[config.mk]
export PLATFORM = sky130hd
export DESIGN_NAME = fft_frame_sequencer
export DESIGN_NICKNAME = d
export VERILOG_FILES = /design/src/rtl/fft_frame_sequencer.sv
export SDC_FILE = /design/constraint.sdc
export NUM_CORES = 1
export LEC_CHECK = 0
export ABC_AREA = 1
export BUFFER_PORTS_ARGS = -buffer_cell sky130_fd_sc_hd__buf_2
export CORE_AREA = 3 3 57 59
export DETAILED_ROUTE_END_ITERATION = 10
export DIE_AREA = 0 0 60 62
export PLACE_DENSITY = 0.79
export SLEW_MARGIN = 10
export SYNTH_ARGS = -nofsm -noshare
export SYNTH_HDL_FRONTEND = slang
export SYNTH_SLANG_ARGS = --single-unit
[constraint.sdc]
create_clock -name clk -period 1.7 [get_ports clk]
set_input_delay 0.34 -clock clk [delete_from_list [all_inputs] [get_ports clk]]
set_output_delay 0.34 -clock clk [all_outputs]
set_load 0.02 [all_outputs]
[src/rtl/fft_frame_sequencer.sv]
// Frame-level controller for the FFT chain: gates N samples in, handshakes FFT completion and readout.
// Defining FRAME_TIMEOUT_EN adds a watchdog on the two wait states and the ERROR path.
module fft_frame_sequencer #(
  parameter int unsigned N         = 256,
  parameter int unsigned SIZE      = 8,
  parameter int unsigned FRAMES_W  = 8,
  parameter int unsigned TIMEOUT_W = 16
) (
  input  logic                clk,
  input  logic                rst_n,
  input  logic                start_i,
  input  logic                continuous_i,
  input  logic                abort_i,
  input  logic                sample_valid_i,
  output logic                fft_in_valid_o,
  output logic                fft_in_last_o,
  input  logic                finish_fft_i,
  output logic                out_start_o,
  input  logic                out_done_i,
  output logic                busy_o,
  output logic                done_o,
  output logic [FRAMES_W-1:0] frame_cnt_o,
  output logic                err_timeout_o
);

  typedef enum logic [6:0] {
    S_IDLE     = 7'b000_0001,
    S_COLLECT  = 7'b000_0010,
    S_WAIT_FFT = 7'b000_0100,
    S_KICK_OUT = 7'b000_1000,
    S_WAIT_OUT = 7'b001_0000,
    S_DONE     = 7'b010_0000,
    S_ERROR    = 7'b100_0000
  } state_t;

  localparam logic [SIZE-1:0] LAST_IDX = SIZE'(N - 1);

  state_t          state;
  logic [SIZE-1:0] cnt;

  // Sample path is a pure gate so the first sample can pass in the cycle after start is taken.
  assign busy_o         = (state != S_IDLE);
  assign fft_in_valid_o = sample_valid_i && (state == S_COLLECT);
  assign fft_in_last_o  = fft_in_valid_o && (cnt == LAST_IDX);

`ifdef FRAME_TIMEOUT_EN
  logic [TIMEOUT_W-1:0] wd;
  logic                 wd_max;
  assign wd_max = &wd;
`else
  assign err_timeout_o = 1'b0;
`endif

  always_ff @(posedge clk or negedge rst_n) begin
    if (!rst_n) begin
      state       <= S_IDLE;
      cnt         <= '0;
      frame_cnt_o <= '0;
      out_start_o <= 1'b0;
      done_o      <= 1'b0;
`ifdef FRAME_TIMEOUT_EN
      wd            <= '0;
      err_timeout_o <= 1'b0;
`endif
    end else begin
      out_start_o <= 1'b0;
      done_o      <= 1'b0;
      if (abort_i) begin
        state <= S_IDLE;
        cnt   <= '0;
`ifdef FRAME_TIMEOUT_EN
        wd    <= '0;
`endif
      end else begin
        case (state)
          S_IDLE: begin
            if (start_i) begin
              state <= S_COLLECT;
              cnt   <= '0;
`ifdef FRAME_TIMEOUT_EN
              err_timeout_o <= 1'b0;
`endif
            end
          end
          S_COLLECT: begin
            if (sample_valid_i) begin
              if (cnt == LAST_IDX) begin
                state <= S_WAIT_FFT;
                cnt   <= '0;
`ifdef FRAME_TIMEOUT_EN
                wd    <= '0;
`endif
              end else begin
                cnt <= cnt + SIZE'(1);
              end
            end
          end
          // An arriving strobe takes precedence over an expiring watchdog.
          S_WAIT_FFT: begin
            if (finish_fft_i) begin
              state       <= S_KICK_OUT;
              out_start_o <= 1'b1;
            end
`ifdef FRAME_TIMEOUT_EN
            else if (wd_max) begin
              state         <= S_ERROR;
              err_timeout_o <= 1'b1;
            end else begin
              wd <= wd + TIMEOUT_W'(1);
            end
`endif
          end
          S_KICK_OUT: begin
            state <= S_WAIT_OUT;
`ifdef FRAME_TIMEOUT_EN
            wd    <= '0;
`endif
          end
          S_WAIT_OUT: begin
            if (out_done_i) begin
              state       <= S_DONE;
              done_o      <= 1'b1;
              frame_cnt_o <= frame_cnt_o + FRAMES_W'(1);
            end
`ifdef FRAME_TIMEOUT_EN
            else if (wd_max) begin
              state         <= S_ERROR;
              err_timeout_o <= 1'b1;
            end else begin
              wd <= wd + TIMEOUT_W'(1);
            end
`endif
          end
          S_DONE: begin
            if (continuous_i) begin
              state <= S_COLLECT;
              cnt   <= '0;
            end else begin
              state <= S_IDLE;
            end
          end
          S_ERROR: state <= S_IDLE;
          default: state <= S_IDLE;
        endcase
      end
    end
  end

endmodule
==> impl_results.md, run 1 <==
* Initial Utilization at 0.554
* Total power at 1.80 mW
* Num Clock Sinks at 24
* Layout cells sized above 1 at 0.369
* Dpl cell area at 1640 sq um
* Final worst path period share at 1.06
* Cell with the most instances after synthesis: nand2_1
* RSZ-0062 raised after global routing: true
* Reg2reg path depth at 9
* FF-to-FF Start: state[3]
* CTS buffer count at 3
* Dpl hpwl at 2.30 mm
* Final setup viols at 1
* Initial antenna violation count at 0
* Pwr/cell area at 934 nW/um^2
* Register area share after synthesis at 0.394
* Site Rows at 19
* Die H at 62 microns
* Synth unique cells at 29
* Total grt overflow at 0
* Max clock buf depth at 2
* Final setup margin at -0.102 ns
* First-pass GRT wire length at 5.54 mm
* Worst path arrival time at 1.46 ns
* H-tree depth at 1
* Critical path endpoint category: output port
* Flop pwr share at 0.355
* Clk root buf: clkbuf_4
* Worst Hold Launch: finish_fft_i
* Fin util at 0.699
* Uppermost layer routed: met4
* DIE AREA at 3720 sq um
* Most frequent cells after synthesis: 40 x nand2_1, 23 x dfrtp_1, 22 x inv_1
* Largest net degree at the start of global routing at 25
* Routed WL at 3.57 mm
* Post-Syn Instances at 189
* I/O pin count at 22
* Crit-path cells: ha_2 -> nand2_2 -> nor2_4 -> nand2_2 -> nor3_2 -> buf_4
* Wirelength per Cell at 13.5 microns
* Via count at 1407
* Die Width at 60 microns
* Hold_ws at 0.229 ns
* WL met2 at 1.85 mm
* Synth top area share at 0.377
* Slew HR at 0.632
* Post-Layout Inst Area at 1930 sq um
* Syn Area/Cell at 8.08 sq um
* Vias in the first global route at 1274
* Least-Margin Pin Slew at 0.553 ns
* Yosys warning count at 0
* Post-synth EDFFs at 0
* Slowest stage cell on the critical path: dfrtp_1
* Layout Skew at 0.00567 ns
* Core ar. at 2760 sq um
* TritonRoute pass-1 iters at 4
* Status: complete, but fails checks
* Non-filler instance count after layout at 264
* Switching Fraction at 0.365
* Crit-path max FO at 2
* Switch Pwr at 0.656 mW
* Crit path required time at 1.36 ns
* Async set or reset register ratio after synthesis at 1.00
* Final Max Slew Viols at 0
* Startpoint Class: register
* Min Tclk post-route at 1.80 ns
* Syn Std Cell Area at 1530 sq um
* Setup CP Type: register to output port
* Top_reg_cell synth: dfrtp_1
* Max IR drop VDD at 0.853 mV
* Setup TNS Final at -0.102 ns
* CP max stage delay at 0.40 ns
* Endpoints failing hold at 0
* Reg2reg setup slack at 0.08 ns
* Hold Crit Class: input port to register
* Logic pwr share at 0.405
* Yosys top cell by area: dfrtp_1
* Residual DRC at 0
* Ranking of synthesized cells by area: dfrtp_1 38%, nand2_1 9.8%, inv_1 5.4%, nand4_1 5.3%, nor2_1 5.2%
* N_diodes at 0
* Clock share of power at 0.240
* Max cap viols at 0
* Hold depth at 3
* LEAKAGE at 0.983 nW
* Area Overhead vs Synth at 26.2%
* Synth Register Bits at 24
* Placed cell count at 238
* Syn nets at 199
* R2R Path End: cnt[1]
* Drt via density at 5.33
* Fmax at 0.555 GHz
* Initial DRC Count at 56
* WHS Endpoint: out_start_o
* Final nets at 244
* Dpl ws at 0.118 ns
* Worst path most repeated cell: nand2_2
* Failing checks: setup timing
* Clock tree from TritonCTS: yes
* Wl on met1 at 1.60 mm
* GP Congestion at 0.866
* Clk slew on worst S/H paths at 0.15 ns
* GRT Resource Usage Total at 0.196
* ANT nets after route at 0
* Clock Latency Late Sink at 0.33 ns
* Pint at 1.14 mW
* Wire length on met3 at 91 microns
* IO buf count at 20
power groups by stage:
| stage | clock [mW] | combinational [mW] | sequential (mW) |
|---|---|---|---|
| 6_report | 0.432 | 0.728 | 0.639 |
| 5_1_grt | 0.457 | 0.783 | 0.641 |
| 4_1_cts | 0.435 | 0.622 | 0.640 |
| 3_5_place_dp | 0 | 0.478 | 0.657 |
| 3_3_place_gp | 0 | 0.467 | 0.653 |
| 2_1_floorplan | 0 | 0.417 | 0.648 |
state kept, by name, summed over array words and instances (netlist names):
signal       flops
cnt              8
frame_cnt_o      8
out_start_o      1
done_o           1
state            6
layout make-up:
cell class | count | area, sq um
tap | 31 | 38.8
clock inverter | 1 | 30.0
timing repair buffer | 43 | 298
fill | 218 | 831
sequential | 24 | 602
multi-input combinational | 139 | 850
inverter | 23 | 86.3
clock buffer | 3 | 22.5
critical path: cells and delay by family, from the launching register on:
kind	cells	cell delay [ns]
adders and majority gates	1	0.21
buffers and inverters	1	0.16
and+or+nand+nor	4	0.36
DFF	1	0.40
logic make-up (layout without fill, tap and decap cells):
logic type               count (synthesis)  in the layout  synth area share
AND/OR/NAND/NOR                        113            114             0.397
AO/OA/AOI/OAI                           15             15            0.0688
flip-flops                              24             24             0.394
other                                    1              1           0.00246
XOR/XNOR                                 7              7            0.0402
adder cells (fa/ha/maj)                  2              2            0.0164
buffers and inverters                   27             70            0.0811
what timing repair did:
item                                    4_1_cts  5_1_grt
hold buffers                                  1        0
pin swaps                                     7       10
endpoints found under the setup margin        3       13
setup buffers                                10       10
gates resized for setup                       9       11
endpoints found under the hold margin        23        0
cloned                                        0        1
per-layer routing:
metal  GRT usage  vias to the layer above
met5           0                        -
met4      0.0601                        0
met3      0.0207                        4
met2       0.340                       28
met1       0.260                      677
li1            -                      698
worst max-delay path by stage:
| stage | endpoint | slack, ns | from | depth (start not counted) |
|---|---|---|---|---|
| after floorplan | fft_in_last_o | 0.07 | cnt[0] | 5 |
| after global placement | fft_in_last_o | 0.19 | state[5] | 4 |
| after detailed placement | cnt[5] | 0.12 | state[0] | 9 |
| after CTS | fft_in_last_o | -0.13 | cnt[0] | 6 |
| after global routing | fft_in_last_o | -0.19 | cnt[0] | 6 |
| final | fft_in_last_o | -0.10 | cnt[0] | 6 |
cell usage in the layout (no fill, tap or decap), types with 3 or more instances in the layout:
cell and instances:
buf_2 17, buf_4 21, buf_6 4, clkbuf_4 3, dfrtp_1 23, inv_1 20
inv_2 3, nand2_1 37, nand2_2 8, nand2_4 3, nand3_1 14, nand4_1 13
nor2_1 19, nor2_2 4, nor2_4 9, o21ai_0 3, o21ai_2 6, xor2_1 5
No activity file was read; power rests on OpenSTA's default activity.
==> run 2: changes to the inputs <==
- CORE_AREA: 3 3 57 59 -> 3 3 78 43
- DIE_AREA: 0 0 60 62 -> 0 0 81 46
- PLACE_DENSITY: 0.79 -> 0.81
==> impl_results.md, run 2 (synthesized netlist as in run 1, its figures left out) <==
* Final setup viols at 1
* GRT Resource Usage Total at 0.201
* Clk root buf: clkbuf_8
* WP buf/inv at 1
* N_diodes at 0
* Core ar. at 2640 sq um
* Total power at 1.57 mW
* Final Max Slew Viols at 0
* Crit-path cells: ha_2 -> nand2_4 -> nor2_4 -> nand2_2 -> nor3_2 -> buf_4
* Total grt overflow at 0
* Die Width at 81 microns
* Worst path arrival time at 1.36 ns
* Max IR drop VDD at 0.523 mV
* Via count at 1356
* I/O pin count at 22
* CTS buffer count at 3
* IO buf count at 20
* DIE AREA at 3730 sq um
* Final worst path period share at 1.00
* Logic pwr share at 0.337
* Num Clock Sinks at 24
* ANT nets after route at 0
* Endpoints failing hold at 0
* Non-filler instance count after layout at 255
* Fmax at 0.587 GHz
* Clk slew on worst S/H paths at 0.09 ns
* Commonest non-fill, non-tap cell in the layout: nand2_1
* Setup CP Type: register to output port
* Placed cell count at 243
* Area Overhead vs Synth at 18.4%
* Residual DRC at 0
* Dpl hpwl at 2.24 mm
* H-tree depth at 1
* Fin util at 0.686
* Max clock buf depth at 2
* RSZ-0062 raised after global routing: true
* Initial antenna violation count at 0
* Clock Latency Late Sink at 0.27 ns
* Crit path required time at 1.36 ns
* Pwr/cell area at 869 nW/um^2
* Failing checks: setup timing
* LEAKAGE at 0.920 nW
* Status: complete, but fails checks
* Flop pwr share at 0.410
* Wirelength per Cell at 12.8 microns
* CP max stage delay at 0.37 ns
* Biggest regs: cnt (8), frame_cnt_o (8), state (6)
* Pint at 0.977 mW
* TritonRoute pass-1 iters at 4
* Hold Crit Class: input port to asynchronous set/reset pin
* Layout cells sized above 1 at 0.312
* Initial Utilization at 0.579
* Largest net degree at the start of global routing at 25
* Most frequent cells in the layout: 38 x nand2_1, 22 x inv_1, 22 x dfrtp_1
* Max cap viols at 0
* Die H at 46 microns
* Switching Fraction at 0.378
* Slew HR at 0.637
* Final nets at 229
* Initial DRC Count at 65
* Min Tclk post-route at 1.70 ns
* Layout Skew at 0.0113 ns
* Startpoint Class: register
* Crit-path max FO at 2
* CP delay by family, top: flip-flops
* Clock share of power at 0.253
* Site Rows at 13
* Switch Pwr at 0.594 mW
* Slowest stage cell on the critical path: dfrtp_1
* Vias in the first global route at 1275
* Drt via density at 5.32
* Clock tree from TritonCTS: yes
* GP Congestion at 0.875
* Critical path endpoint category: output port
* Routed WL at 3.27 mm
* First-pass GRT wire length at 5.60 mm
* Final setup margin at -0.00484 ns
* Least-Margin Pin Slew at 0.544 ns
[run 2: worst paths after layout]
check                                 end  slack, ns  cells after the start            from
min in group clk              out_start_o       0.28                      3    finish_fft_i
setup / recovery            fft_in_last_o     -0.005                      6          cnt[0]
setup reg to reg                   cnt[5]       0.13                      9        state[2]
hold / removal                   state[4]       0.04                      1           rst_n
hold reg to reg            frame_cnt_o[3]       0.51                      1  frame_cnt_o[3]
max in group asynchronous        state[1]       1.26                      1           rst_n
[run 2: metrics by stage]
stage / hold WS (ns) / setup TNS, ns / setup slack [ns] / instance area, sq um
6_report: 0.0371 / -0.00484 / -0.00484 / 1810
5_1_grt: 0.0750 / -0.0810 / -0.0668 / 1810
4_1_cts: 0.0630 / -0.0431 / -0.0431 / 1760
3_5_place_dp: 0.362 / 0 / 0.125 / 1640
3_3_place_gp: 0.352 / 0 / 0.164 / 1640
2_1_floorplan: 0.0444 / 0 / 0.0673 / 1530
[run 2: metal layers]
metal / share of wire / global-route usage / up-vias
met5: 0 / 0 / -
met4: 0.023 / 0.0774 / 0
met3: 0.044 / 0.0494 / 11
met2: 0.49 / 0.359 / 36
met1: 0.44 / 0.238 / 643
li1: - / - / 666
[run 2: repair_timing]
action | in CTS | in global routing
pin swaps | 4 | 2
endpoints found under the setup margin | 2 | 4
buffers inserted | 6 | 2
hold buffers | 0 | 0
gates resized for setup | 4 | 9
[run 2: layout make-up]
type / instances / area, sq um
Sequential cell: 24 / 603
Timing Repair Buffer: 29 / 180
Inverter: 23 / 86.3
Multi-Input combinational cell: 138 / 836
Tap cell: 37 / 46.3
Clock buffer: 4 / 55.1
Fill cell: 211 / 828
[run 2: power groups by stage]
stage | Clock (mW) | Sequential [mW] | Combinational (mW)
global route | 0.429 | 0.648 | 0.570
detailed placement | 0 | 0.651 | 0.463
CTS | 0.404 | 0.639 | 0.477
floorplan | 0 | 0.648 | 0.417
global placement | 0 | 0.649 | 0.455
finish | 0.398 | 0.644 | 0.529
==> run 3: changes to the inputs <==
- RECOVER_POWER: unset -> 50
==> impl_results.md, run 3 (synthesized netlist as in run 1, its figures left out) <==
* Max cap viols at 0
* Failing checks: setup timing
* ANT nets after route at 0
* Die H at 46 microns
* Fillers at 215
* Pwr/cell area at 872 nW/um^2
* Hold Crit Class: input port to register
* # hold bufs at CTS at 0
* Clock tree from TritonCTS: yes
* Final setup viols at 1
* Via count at 1347
* DIE AREA at 3730 sq um
* Initial Utilization at 0.579
* Endpoints failing hold at 0
* GRT Resource Usage Total at 0.201
* Worst path arrival time at 1.37 ns
* WP buf/inv at 1
* Critical path endpoint category: output port
* H-tree depth at 1
* Worst Hold Launch: finish_fft_i
* Commonest non-fill, non-tap cell in the layout: nand2_1
* Routing usage on met1 at 0.238
* Residual DRC at 0
* CTS buffer count at 3
* I/O pin count at 22
* RSZ-0062 raised after global routing: true
* Max clock buf depth at 2
* Clock Latency Late Sink at 0.28 ns
* GP Congestion at 0.875
* Setup CP Type: register to output port
* Biggest regs: cnt (8), frame_cnt_o (8), state (6)
* Max IR drop VDD at 0.522 mV
* Final nets at 229
* FF-to-FF Start: state[2]
* Crit path required time at 1.36 ns
* Slowest stage cell on the critical path: dfrtp_1
* CP max stage delay at 0.38 ns
* Site Rows at 13
* Total power at 1.57 mW
* Core ar. at 2640 sq um
* Most frequent cells in the layout: 38 x nand2_1, 22 x inv_1, 22 x dfrtp_1
* Slew HR at 0.124
* Fmax at 0.586 GHz
* Final worst path period share at 1.00
* Total grt overflow at 0
* Setup TNS Final at -0.00644 ns
* Layout Skew at 0.0111 ns
* Clk slew on worst S/H paths at 0.09 ns
* Met3 usage at 0.0494
* Largest net degree at the start of global routing at 25
* Final Max Slew Viols at 0
* N_diodes at 0
* TritonRoute pass-1 iters at 4
* LEAKAGE at 0.899 nW
* Min Tclk post-route at 1.71 ns
* First-pass GRT wire length at 5.60 mm
* Hold_ws at 0.279 ns
* Crit-path cells: ha_2 -> nand2_4 -> nor2_4 -> nand2_2 -> nor3_2 -> buf_4
* Crit-path max FO at 2
* GR peak layer: met2
* IO buf count at 20
* Clk root buf: clkbuf_8
* Layout cells sized above 1 at 0.289
* M2 GR Usage at 0.359
* Least-Margin Pin Slew at 1.31 ns
* Num Clock Sinks at 24
* Die Width at 81 microns
* CP startpoint: cnt[0]
* Wirelength per Cell at 12.8 microns
* Startpoint Class: register
* Initial antenna violation count at 0
* Routed WL at 3.27 mm
* Vias in the first global route at 1275
* Initial DRC Count at 72
* Final setup margin at -0.00644 ns
* Area Overhead vs Synth at 18.0%
* Dpl hpwl at 2.24 mm
* Status: complete, but fails checks
* CP delay by family, top: flip-flops
* Drt via density at 5.28
-- run 3: what timing repair did --
item,in CTS,in global routing
gates cloned,0,0
setup endpoints to repair,2,4
hold endpoints to repair,0,0
pin swaps,4,2
setup buffers,6,2
gates resized for setup,4,9
-- run 3: final timing paths --
check	end	slack (ns)	cells past startpoint
max reg2reg	cnt[5]	0.14	9
max in group asynchronous	state[1]	0.49	1
min reg2reg	frame_cnt_o[3]	0.51	1
max	fft_in_last_o	-0.006	6
min	out_start_o	0.28	3
min in group asynchronous	state[4]	0.33	1
-- run 3: per-layer routing --
metal | up-vias | wire [microns]
met5 | - | 0
met4 | 0 | 69
met3 | 9 | 164
met2 | 43 | 1600
met1 | 630 | 1440
li1 | 665 | -
-- run 3: power by group --
part	internal [mW]	leakage, nW	switching [mW]	total (mW)
clock network	0.207	0.0288	0.191	0.399
registers	0.608	0.329	0.0360	0.644
logic	0.161	0.541	0.366	0.527
-- run 3: tightest hold or removal path: stages --
cell and delay, ns:
buf_2 0.10, inv_1 0.05, nor2_1 0.04
-- run 3: metrics by stage --
stage          setup slack, ns  area, sq um  cells   util
2_1_floorplan           0.0673         1530    189      -
3_3_place_gp             0.164         1640    243  0.623
3_5_place_dp             0.125         1640    243  0.623
4_1_cts                -0.0431         1760    253  0.666
5_1_grt                -0.0668         1800    255  0.683
6_report              -0.00644         1800    255  0.683
-- run 3: final cells by class --
type | instances | area (sq um) | area share
flip-flops and latches | 24 | 603 | 0.335
well taps | 37 | 46.3 | 0.0257
repair buffers | 29 | 174 | 0.0966
inverters | 23 | 86.3 | 0.0479
multi-input cells | 138 | 836 | 0.464
clock buffers | 4 | 55.1 | 0.0306
